--- src/rtl/morse_pkg.sv ---
// -----------------------------------------------------------------------------
// morse_pkg
// Shared definitions for the Morse receiver: letter codes, symbol encoding,
// run-length thresholds, the FSM state type and the (count, pattern) decode
// table with its lookup function.
// No ports.
// -----------------------------------------------------------------------------
package morse_pkg;

   // Letter codes A..H
   localparam logic [2:0] LTR_A = 3'b000;
   localparam logic [2:0] LTR_B = 3'b001;
   localparam logic [2:0] LTR_C = 3'b010;
   localparam logic [2:0] LTR_D = 3'b011;
   localparam logic [2:0] LTR_E = 3'b100;
   localparam logic [2:0] LTR_F = 3'b101;
   localparam logic [2:0] LTR_G = 3'b110;
   localparam logic [2:0] LTR_H = 3'b111;

   // Symbol encoding in the shift buffer
   localparam logic SYM_DOT  = 1'b0;
   localparam logic SYM_DASH = 1'b1;

   // Run-length thresholds, in Morse units
   localparam logic [2:0] MAX_SYM     = 3'd4;  // symbols per letter
   localparam logic [2:0] RUN_MAX     = 3'd7;  // run counter saturation
   localparam logic [2:0] DASH_MIN    = 3'd2;  // mark of 2..3 units is a dash
   localparam logic [2:0] ILLEGAL_RUN = 3'd4;  // mark of 4+ units is illegal
   localparam logic [2:0] GAP_UNITS   = 3'd3;  // space that ends a letter

   typedef enum logic [2:0] {
      ST_IDLE   = 3'd0,
      ST_MARK   = 3'd1,
      ST_SPACE  = 3'd2,
      ST_DECODE = 3'd3,
      ST_ERR    = 3'd4,
      ST_DRAIN  = 3'd5
   } state_t;

   typedef struct packed {
      logic [2:0] count;
      logic [3:0] pattern;  // oldest symbol in the highest used bit
   } code_t;

   typedef struct packed {
      logic       hit;
      logic [2:0] letter;
   } lookup_t;

   // Indexed by letter code, so entry i decodes to letter i.
   localparam code_t CODE_TABLE [8] = '{
      '{3'd2, 4'b0001},   // A .-
      '{3'd4, 4'b1000},   // B -...
      '{3'd4, 4'b1010},   // C -.-.
      '{3'd3, 4'b0100},   // D -..
      '{3'd1, 4'b0000},   // E .
      '{3'd4, 4'b0010},   // F ..-.
      '{3'd3, 4'b0110},   // G --.
      '{3'd4, 4'b0000}    // H ....
   };

   // Unused upper buffer bits are always zero (buffer cleared per letter),
   // so the full 4-bit pattern can be compared directly.
   function automatic lookup_t lookup_letter(input logic [2:0] count,
                                             input logic [3:0] pattern);
      lookup_t res;
      logic    match;
      res   = '{hit: 1'b0, letter: 3'b000};
      match = 1'b0;
      for (int i = 0; i < 8; i++) begin
         match      = (CODE_TABLE[i].count == count) && (CODE_TABLE[i].pattern == pattern);
         res.letter = match ? 3'(i) : res.letter;
         res.hit    = res.hit | match;
      end
      return res;
   endfunction

endpackage

--- src/rtl/morse_decoder_if.sv ---
// -----------------------------------------------------------------------------
// morse_decoder_if
// Groups the serial Morse input with the decoded-letter outputs.
//   DotDashIn   serial line (1 = key down)
//   LetterOut   decoded letter code
//   LetterValid one-cycle strobe, LetterOut updated
//   ErrorPulse  one-cycle strobe, letter discarded
//   Busy        letter being assembled
// Modports: slave = decoder side, master = line driver / letter consumer.
// -----------------------------------------------------------------------------
interface morse_decoder_if;
   logic       DotDashIn;
   logic [2:0] LetterOut;
   logic       LetterValid;
   logic       ErrorPulse;
   logic       Busy;

   modport master (output DotDashIn, input LetterOut, LetterValid, ErrorPulse, Busy);
   modport slave  (input DotDashIn, output LetterOut, LetterValid, ErrorPulse, Busy);
endinterface

--- src/rtl/morse_tick_gen.sv ---
// -----------------------------------------------------------------------------
// morse_tick_gen
// Free-running divider 0..TICK_DIV-1 with a one-cycle strobe when the count
// equals SAMPLE_PHASE. Use SAMPLE_PHASE=TICK_DIV-1 for an end-of-unit tick.
//   ClockIn  in  system clock
//   Resetn   in  synchronous active-low reset (divider to 0)
//   sample   out strobe, high while count == SAMPLE_PHASE
// -----------------------------------------------------------------------------
module morse_tick_gen #(
   parameter int unsigned TICK_DIV     = 250,
   parameter int unsigned SAMPLE_PHASE = 125
) (
   input  logic ClockIn,
   input  logic Resetn,
   output logic sample
);
   localparam int unsigned CW = (TICK_DIV > 1) ? $clog2(TICK_DIV) : 1;

   logic [CW-1:0] count_r;

   // Divider counter, wraps at TICK_DIV-1 regardless of decoder state
   always_ff @(posedge ClockIn) begin
      if (!Resetn) begin
         count_r <= '0;
      end else if (count_r == CW'(TICK_DIV - 1)) begin
         count_r <= '0;
      end else begin
         count_r <= count_r + CW'(1'b1);
      end
   end

   assign sample = (count_r == CW'(SAMPLE_PHASE));

endmodule

--- src/rtl/morse_decoder.sv ---
// -----------------------------------------------------------------------------
// morse_decoder
// Samples the serial Morse line once per unit, measures mark/space run lengths,
// assembles dot/dash symbols and decodes letters A..H.
//   ClockIn  in  system clock
//   Resetn   in  synchronous active-low reset
//   bus      slave modport of morse_decoder_if (DotDashIn in; LetterOut,
//            LetterValid, ErrorPulse, Busy out, all registered)
// -----------------------------------------------------------------------------
module morse_decoder
   import morse_pkg::*;
#(
   parameter int unsigned TICK_DIV     = 250,
   parameter int unsigned SAMPLE_PHASE = 125
) (
   input  logic           ClockIn,
   input  logic           Resetn,
   morse_decoder_if.slave bus
);

   state_t     state_r,  state_s;
   logic [2:0] run_r,    run_s;
   logic       level_r;
   logic [3:0] shift_r,  shift_s;
   logic [2:0] count_r,  count_s;
   logic [2:0] letter_r, letter_s;
   logic       valid_r,  valid_s;
   logic       error_r,  error_s;
   logic       busy_r;

   logic       sample_s;
   logic       line_s;
   logic       sym_s;
   logic       illegal_s;
   logic       full_s;
   lookup_t    lookup_s;

   morse_tick_gen #(
      .TICK_DIV     (TICK_DIV),
      .SAMPLE_PHASE (SAMPLE_PHASE)
   ) u_tick (
      .ClockIn (ClockIn),
      .Resetn  (Resetn),
      .sample  (sample_s)
   );

   assign line_s    = bus.DotDashIn;
   // Classification uses the length of the mark that is just ending (run_r).
   assign sym_s     = (run_r >= DASH_MIN) ? SYM_DASH : SYM_DOT;
   assign illegal_s = (run_r >= ILLEGAL_RUN);
   assign full_s    = (count_r >= MAX_SYM);
   assign lookup_s  = lookup_letter(count_r, shift_r);

   // Run length of the current sampled level; restarts at 1 on a level change
   always_comb begin
      run_s = run_r;
      if (sample_s) begin
         if (line_s == level_r) begin
            run_s = (run_r == RUN_MAX) ? RUN_MAX : run_r + 3'd1;
         end else begin
            run_s = 3'd1;
         end
      end else begin
         run_s = run_r;
      end
   end

   // Next-state and output logic; strobes are computed on entry to DECODE/ERR
   // so that, once registered, they coincide with that one-cycle state.
   always_comb begin
      state_s  = state_r;
      shift_s  = shift_r;
      count_s  = count_r;
      letter_s = letter_r;
      valid_s  = 1'b0;
      error_s  = 1'b0;
      case (state_r)
         ST_IDLE: begin
            if (sample_s && line_s) begin
               state_s = ST_MARK;
               shift_s = 4'b0000;
               count_s = 3'd0;
            end else begin
               state_s = ST_IDLE;
            end
         end
         ST_MARK: begin
            if (sample_s && !line_s) begin
               if (illegal_s || full_s) begin
                  state_s = ST_ERR;
                  error_s = 1'b1;
               end else begin
                  state_s = ST_SPACE;
                  shift_s = {shift_r[2:0], sym_s};
                  count_s = count_r + 3'd1;
               end
            end else begin
               state_s = ST_MARK;
            end
         end
         ST_SPACE: begin
            if (sample_s && line_s) begin
               state_s = ST_MARK;
            end else if (sample_s && (run_s >= GAP_UNITS)) begin
               state_s  = ST_DECODE;
               valid_s  = lookup_s.hit;
               error_s  = !lookup_s.hit;
               letter_s = lookup_s.hit ? lookup_s.letter : letter_r;
            end else begin
               state_s = ST_SPACE;
            end
         end
         ST_DECODE: begin
            state_s = ST_IDLE;
         end
         ST_ERR: begin
            state_s = ST_DRAIN;
         end
         ST_DRAIN: begin
            if (sample_s && !line_s && (run_s >= GAP_UNITS)) begin
               state_s = ST_IDLE;
            end else begin
               state_s = ST_DRAIN;
            end
         end
         default: begin
            state_s = ST_IDLE;
         end
      endcase
   end

   // State, datapath and registered outputs; reset wins over the sample strobe
   always_ff @(posedge ClockIn) begin
      if (!Resetn) begin
         state_r  <= ST_IDLE;
         run_r    <= 3'd0;
         level_r  <= 1'b0;
         shift_r  <= 4'b0000;
         count_r  <= 3'd0;
         letter_r <= 3'b000;
         valid_r  <= 1'b0;
         error_r  <= 1'b0;
         busy_r   <= 1'b0;
      end else begin
         state_r  <= state_s;
         run_r    <= run_s;
         level_r  <= sample_s ? line_s : level_r;
         shift_r  <= shift_s;
         count_r  <= count_s;
         letter_r <= letter_s;
         valid_r  <= valid_s;
         error_r  <= error_s;
         busy_r   <= (state_s != ST_IDLE);
      end
   end

   assign bus.LetterOut   = letter_r;
   assign bus.LetterValid = valid_r;
   assign bus.ErrorPulse  = error_r;
   assign bus.Busy        = busy_r;

endmodule

--- src/flat_wrapper.sv ---
// flat-port wrapper written by rule: the top's interface ports become plain ports
module morse_decoder_flat import morse_pkg::*;
#(
   parameter int unsigned TICK_DIV     = 250,
   parameter int unsigned SAMPLE_PHASE = 125
)
  (ClockIn, Resetn, bus_DotDashIn, bus_LetterOut, bus_LetterValid, bus_ErrorPulse, bus_Busy);
  morse_decoder_if bus_i ();
  input  logic ClockIn;
  input  logic Resetn;
  input wire logic [$bits(bus_i.DotDashIn)-1:0] bus_DotDashIn;
  output wire logic [$bits(bus_i.LetterOut)-1:0] bus_LetterOut;
  output wire logic [$bits(bus_i.LetterValid)-1:0] bus_LetterValid;
  output wire logic [$bits(bus_i.ErrorPulse)-1:0] bus_ErrorPulse;
  output wire logic [$bits(bus_i.Busy)-1:0] bus_Busy;
  assign bus_i.DotDashIn = bus_DotDashIn;
  assign bus_LetterOut = bus_i.LetterOut;
  assign bus_LetterValid = bus_i.LetterValid;
  assign bus_ErrorPulse = bus_i.ErrorPulse;
  assign bus_Busy = bus_i.Busy;
  morse_decoder #(.TICK_DIV(TICK_DIV), .SAMPLE_PHASE(SAMPLE_PHASE)) u_core (.ClockIn(ClockIn), .Resetn(Resetn), .bus(bus_i));
endmodule
--- config.mk ---
export PLATFORM = sky130hd
export DESIGN_NAME = morse_decoder_flat
export DESIGN_NICKNAME = d
export VERILOG_FILES = /design/src/rtl/morse_pkg.sv /design/src/rtl/morse_decoder_if.sv /design/src/rtl/morse_tick_gen.sv /design/src/rtl/morse_decoder.sv /design/src/flat_wrapper.sv
export SDC_FILE = /design/constraint.sdc
export NUM_CORES = 1
export LEC_CHECK = 0
export CAP_MARGIN = 20
export CORE_MARGIN = 5
export CORE_UTILIZATION = 65
export CTS_BUF_LIST = sky130_fd_sc_hd__clkbuf_8
export CTS_CLUSTER_DIAMETER = 100
export DETAILED_ROUTE_END_ITERATION = 12
export HOLD_SLACK_MARGIN = 0.1
export PLACE_DENSITY_LB_ADDON = 0.25
export SKIP_CTS_REPAIR_TIMING = 1
export SYNTH_ARGS = -nofsm -noshare
export SYNTH_HDL_FRONTEND = slang
export SYNTH_SLANG_ARGS = --single-unit
--- constraint.sdc ---
create_clock -name ClockIn -period 5.08 [get_ports ClockIn]
set_clock_uncertainty 0.05 [all_clocks]
set_input_delay 0.762 -clock ClockIn [delete_from_list [all_inputs] [get_ports ClockIn]]
set_output_delay 0.762 -clock ClockIn [all_outputs]
set_load 0.005 [all_outputs]
Word level (Yosys, flattened, before mapping):

Cells that the tools add are included.

* flip-flop bits (word level): 28
* latch bits: 0
* bits in writable memories: 0
* bits in read-only memories: 0
* bits of input ports: 3
* output and inout port bits: 6
* logic and storage cells: 103
* memories: 0

* $add $sub $neg: 3
* multipliers: 0
* divide/modulo/power cells: 0
* $lt $le $gt $ge: 4
* equal/unequal tests: 21
* shift operators: 0
* multiplexer cells: 31
* bitwise gates (word level): 11
* reduce and logical (&&, ||, !) cells: 23

Operators with widths (number)
* 3-bit two-way mux: 16
* 3-bit one-hot mux with 5 select lines: 1
* 1-bit logical AND: 12
* 4-bit two-way mux: 3
* 3-bit equality test, second input constant: 3
* 8-bit by 1-bit adder with 8-bit output, second input constant: 1
* 3-bit by 4-bit equality test with 1-bit output, first input constant: 2
* 4-bit equality test, first input constant: 2
* 8-bit by 7-bit equality test with 1-bit output, second input constant: 1
* 8-bit equality test, second input constant: 1
* 1-bit two-way mux: 8
* 4-bit one-hot mux with 2 select lines: 1
* 4-bit AND reduction: 2
* 1-bit OR: 7
* 3-bit by 1-bit adder with 3-bit output, second input constant: 2
* 2-bit by 3-bit equality test with 1-bit output, first input constant: 2
* 3-bit by 2-bit greater-or-equal comparator with 1-bit output, second input constant: 2
* 3-bit greater-or-equal comparator, second input constant: 2
* 3-bit one-hot mux with 2 select lines: 1
* 1-bit by 4-bit equality test with 1-bit output, first input constant: 1
* 2-bit by 4-bit equality test with 1-bit output, first input constant: 1
* 4-bit logical NOT: 1
* 2-bit by 1-bit inequality test with 1-bit output, second input constant: 2
* 1-bit inverter: 4
* 14 further kinds: 15

Longest topological paths before layout:

* word-level depth: 13
* mapped depth: 8
* depth with buffers taken out: 7

By module:

Synthesis repeated with hierarchy kept, for this count alone.

* cell total of the unflattened synthesis: 185
* area total of the unflattened synthesis: 1575.3 um2

Modules (own cells, without submodules)
* morse_decoder: instances 1, cells each 141, area an instance 1199.9 um2, sequential area each 400.4 um2
* morse_tick_gen: instances 1, cells each 44, area an instance 375.4 um2, sequential area each 160.2 um2

Least setup slack after synthesis:

No wires, ideal clock.

* kind: input to register
* start: in bus_DotDashIn
* end: reg u_core.letter_r[2], in the netlist u_core.bus.LetterOut[2]
* setup time: 115 ps
* arrival time: 1879 ps
* required time: 4915 ps
* slack: 3036 ps
* cell stages on the path: 5
* path buffers: 1
* path through: buf_6 > nor4b_1 > o311ai_1 > o31a_2 > o21a_1

* word-level cells in the longest chain between the ends: 6
* elaborated cells on any way between the ends: 8
* classes of those cells: 1 x order compare; 1 x eq/ne; 2 x mux; 1 x bitwise; 3 x reduce/logical

Ends and longest elaborated chain
* from (decl): line flat_wrapper.sv:11 `input wire logic [$bits(bus_i.DotDashIn)-1:0] bus_DotDashIn;`
* 1-bit equality test: line morse_decoder.sv:58 `if (line_s == level_r) begin`
* 3-bit two-way mux: line morse_decoder.sv:58
* 3-bit two-way mux: line morse_decoder.sv:57 `if (sample_s) begin`
* 3-bit by 2-bit greater-or-equal comparator with 1-bit output: line morse_decoder.sv:104 `end else if (sample_s && (run_s >= GAP_UNITS)) begin`
* 1-bit logical AND: line morse_decoder.sv:104
* 4-bit AND reduction (no source line) *
* to (signal assigned): line morse_decoder.sv:150 `letter_r <= letter_s;`
* to (decl): line morse_decoder.sv:26 `logic [2:0] letter_r, letter_s;`

Mark *: on every way between the ends. The rest lies on a longest branch, timed or not.
A chain may end at the register's enable or synchronous reset.

Worst setup path in the final report:

* start: in bus_DotDashIn
* end: reg u_core.letter_r[1], in the netlist u_core.bus.LetterOut[1]

Same word-level chain as after synthesis.

==> metrics <==
first-pass GRT wire length 4.926 mm; Synth top cells by count 28 x dfxtp_1, 21 x nor2_1, 15 x nand2_1; clk root buf clkbuf_8; CTS H-tree depth 1; Tmin final 2468 ps; post-route ant nets 0; fin crit share 48.59%; status completed; CP Class in -> reg; drt drc 0; vias per cell 6.118; yosys warns 0; final net count 189; Clk pin slew, worst setup/hold paths 90 ps; largest cells by area after synthesis dfxtp_1 38%, ha_1 7.7%, nor2_1 5.4%; Mapped Avg Cell Area 8.625 um2; setup tns final 0 ps; Buffers on Ports 8; startpoint types primary input; number of synthesized register bits 28; clk_lat worst skew 270 ps; Global Route Usage Sum 18.46%; Reg2Reg Depth 6; die height 57.36 um; Setup WS pre-CTS 2363 ps; Die Wd 57.36 um; post-detail-place hpwl 2.101 mm; Post-Route Utilization 74.39%; Diodes inserted 0; Vias 1,248; R2R Path Start u_core.u_tick.count_r[0]$_SDFF_PP0_; r2r endpoint u_core.shift_r[1]$_SDFFE_PN0P_; Ports 9; initial antenna violation count 0; Synth Flop Type dfxtp_1; fmax 405.1 MHz; Final GP Congestion 0.8860; row cnt 17; PwrDens 253.0 nW/um2; routed len/inst 14.08 um; most instantiated library cell after synthesis dfxtp_1; WHS Endpoint u_core.bus.LetterOut[0]$_SDFFE_PN0P_; GRT overflow 0; number of flops mapped to enable cells by yosys 0; post-synth cell types 41; Slew HR 37.53%; Slew Limit Fails 0; async set or reset register ratio after synthesis 0%; CTS sink cnt 28; Final Setup Violations 0; Tightest Pin Transition 929.2 ps; max-cap violations 0; Hold/Removal Path Class reg -> reg; Syn Inst Count 169; Critical Path Sink Type flop; 1st-iter DRT viols 32; largest net degree at the start of global routing 17; VDD IR max 0.0001819 V; share of layout cells above drive strength 1 6.818%; die area 3290 um2; Final Hold Violating Endpoints 0; post-synthesis sequential area ratio 38.45%; DRT Pass-1 Iters 5; area grow syn2layout 10.73%; core area 2170 um2; Initial Util 67.19%; synthesized cell area 1458 um2; RSZ-0062 raised after global routing no; hold path depth 2; Routed WL 2.872 mm; post-synth top area cell dfxtp_1; total CTS buffers 3; Synth top area share 38.45%; CTS tree yes; critical path required time 5240 ps; startpoint of the worst hold path u_core.bus.LetterOut[0]$_SDFFE_PN0P_; Synth Net Count 181; LEAKAGE 0.5620 nW; Max FO, Critical Path 8; Hold WS 414.4 ps; arrival time of the worst setup path 2630 ps; worst setup margin 2612 ps; reg-to-reg slack, setup 2890 ps; Longest Clk Path Bufs 2; vias in the first global route 1,154
cells by family after synthesis:
family	share of synthesized area, %
AOI/OAI and AO/OA	18.97
xor gates and xnor gates	3.605
adders and majority gates	7.725
buffers and inverters	4.635
DFF	38.46
muxes	2.060
and+or+nand+nor	24.55
report_power, final:
| group | switching [mW] | internal, mW |
|---|---|---|
| Sequential | 0.00235 | 0.221 |
| Clock | 0.0673 | 0.105 |
| Combinational | 0.00745 | 0.00449 |
critical path, cell delays in order:
cell	delay (ps)
clkdlybuf4s50_1	560
nor4b_1	410
o311ai_1	260
a311oi_2	420
mux2i_1	210
state kept, by name, summed over array words and instances, names as in the netlist:
register and count:
u_core.bus.Busy 1, u_core.bus.ErrorPulse 1, u_core.bus.LetterOut 3, u_core.bus.LetterValid 1, u_core.count_r 3, u_core.level_r 1
u_core.run_r 3, u_core.shift_r 4, u_core.state_r 3, u_core.u_tick.count_r 8
layout by cell type, fill, tap and decap left out, types with 4 or more instances in the layout:
cell type        count
clkdlybuf4s50_1      8
inv_1               10
nor3_1               5
ha_1                 9
nand2_1             15
xor2_1               5
o21ai_0              7
dfxtp_1             28
and2_1               4
a22oi_1              4
nor2_1              21
a21oi_1             12
final cells by class:
cell class              instances  area [um2]
clock inverters                 1       30.03
clock buffers                   3       41.29
repair buffers                  8       80.08
fillers                       165       555.5
inverters                      10       37.54
multi-input cells             126       829.5
well taps                      28       35.03
flip-flops and latches         28       560.5
worst max-delay path by stage:
stage	start	end	slack, ps	depth (start not counted)
after detailed placement	bus_DotDashIn	u_core.bus.LetterOut[0]$_SDFFE_PN0P_	2360	5
after global placement	bus_DotDashIn	u_core.bus.LetterOut[1]$_SDFFE_PN0P_	2490	5
after CTS	bus_DotDashIn	u_core.bus.LetterOut[0]$_SDFFE_PN0P_	2640	5
after global routing	bus_DotDashIn	u_core.bus.LetterOut[1]$_SDFFE_PN0P_	2440	5
after floorplan	bus_DotDashIn	u_core.bus.LetterOut[2]$_SDFFE_PN0P_	3040	5
final	bus_DotDashIn	u_core.bus.LetterOut[1]$_SDFFE_PN0P_	2610	5
per-stage QoR:
| step | total power [mW] | cells | area (um2) |
|---|---|---|---|
| 4_1_cts | 0.4120 | 204 | 1614 |
| 3_5_place_dp | 0.2404 | 200 | 1543 |
| 2_1_floorplan | 0.2373 | 169 | 1458 |
| 5_1_grt | 0.4217 | 204 | 1614 |
| 3_3_place_gp | 0.2401 | 200 | 1543 |
| 6_report | 0.4084 | 204 | 1614 |
routing by layer:
metal	global-route usage, %	share of wire (%)	up-vias
met3	3.167	4.7	5
met4	7.285	1.3	0
met2	31.61	50	35
li1	-	-	620
met5	0	0	-
met1	22.79	44	588
Note: power is estimated with default switching activity, not from simulation.
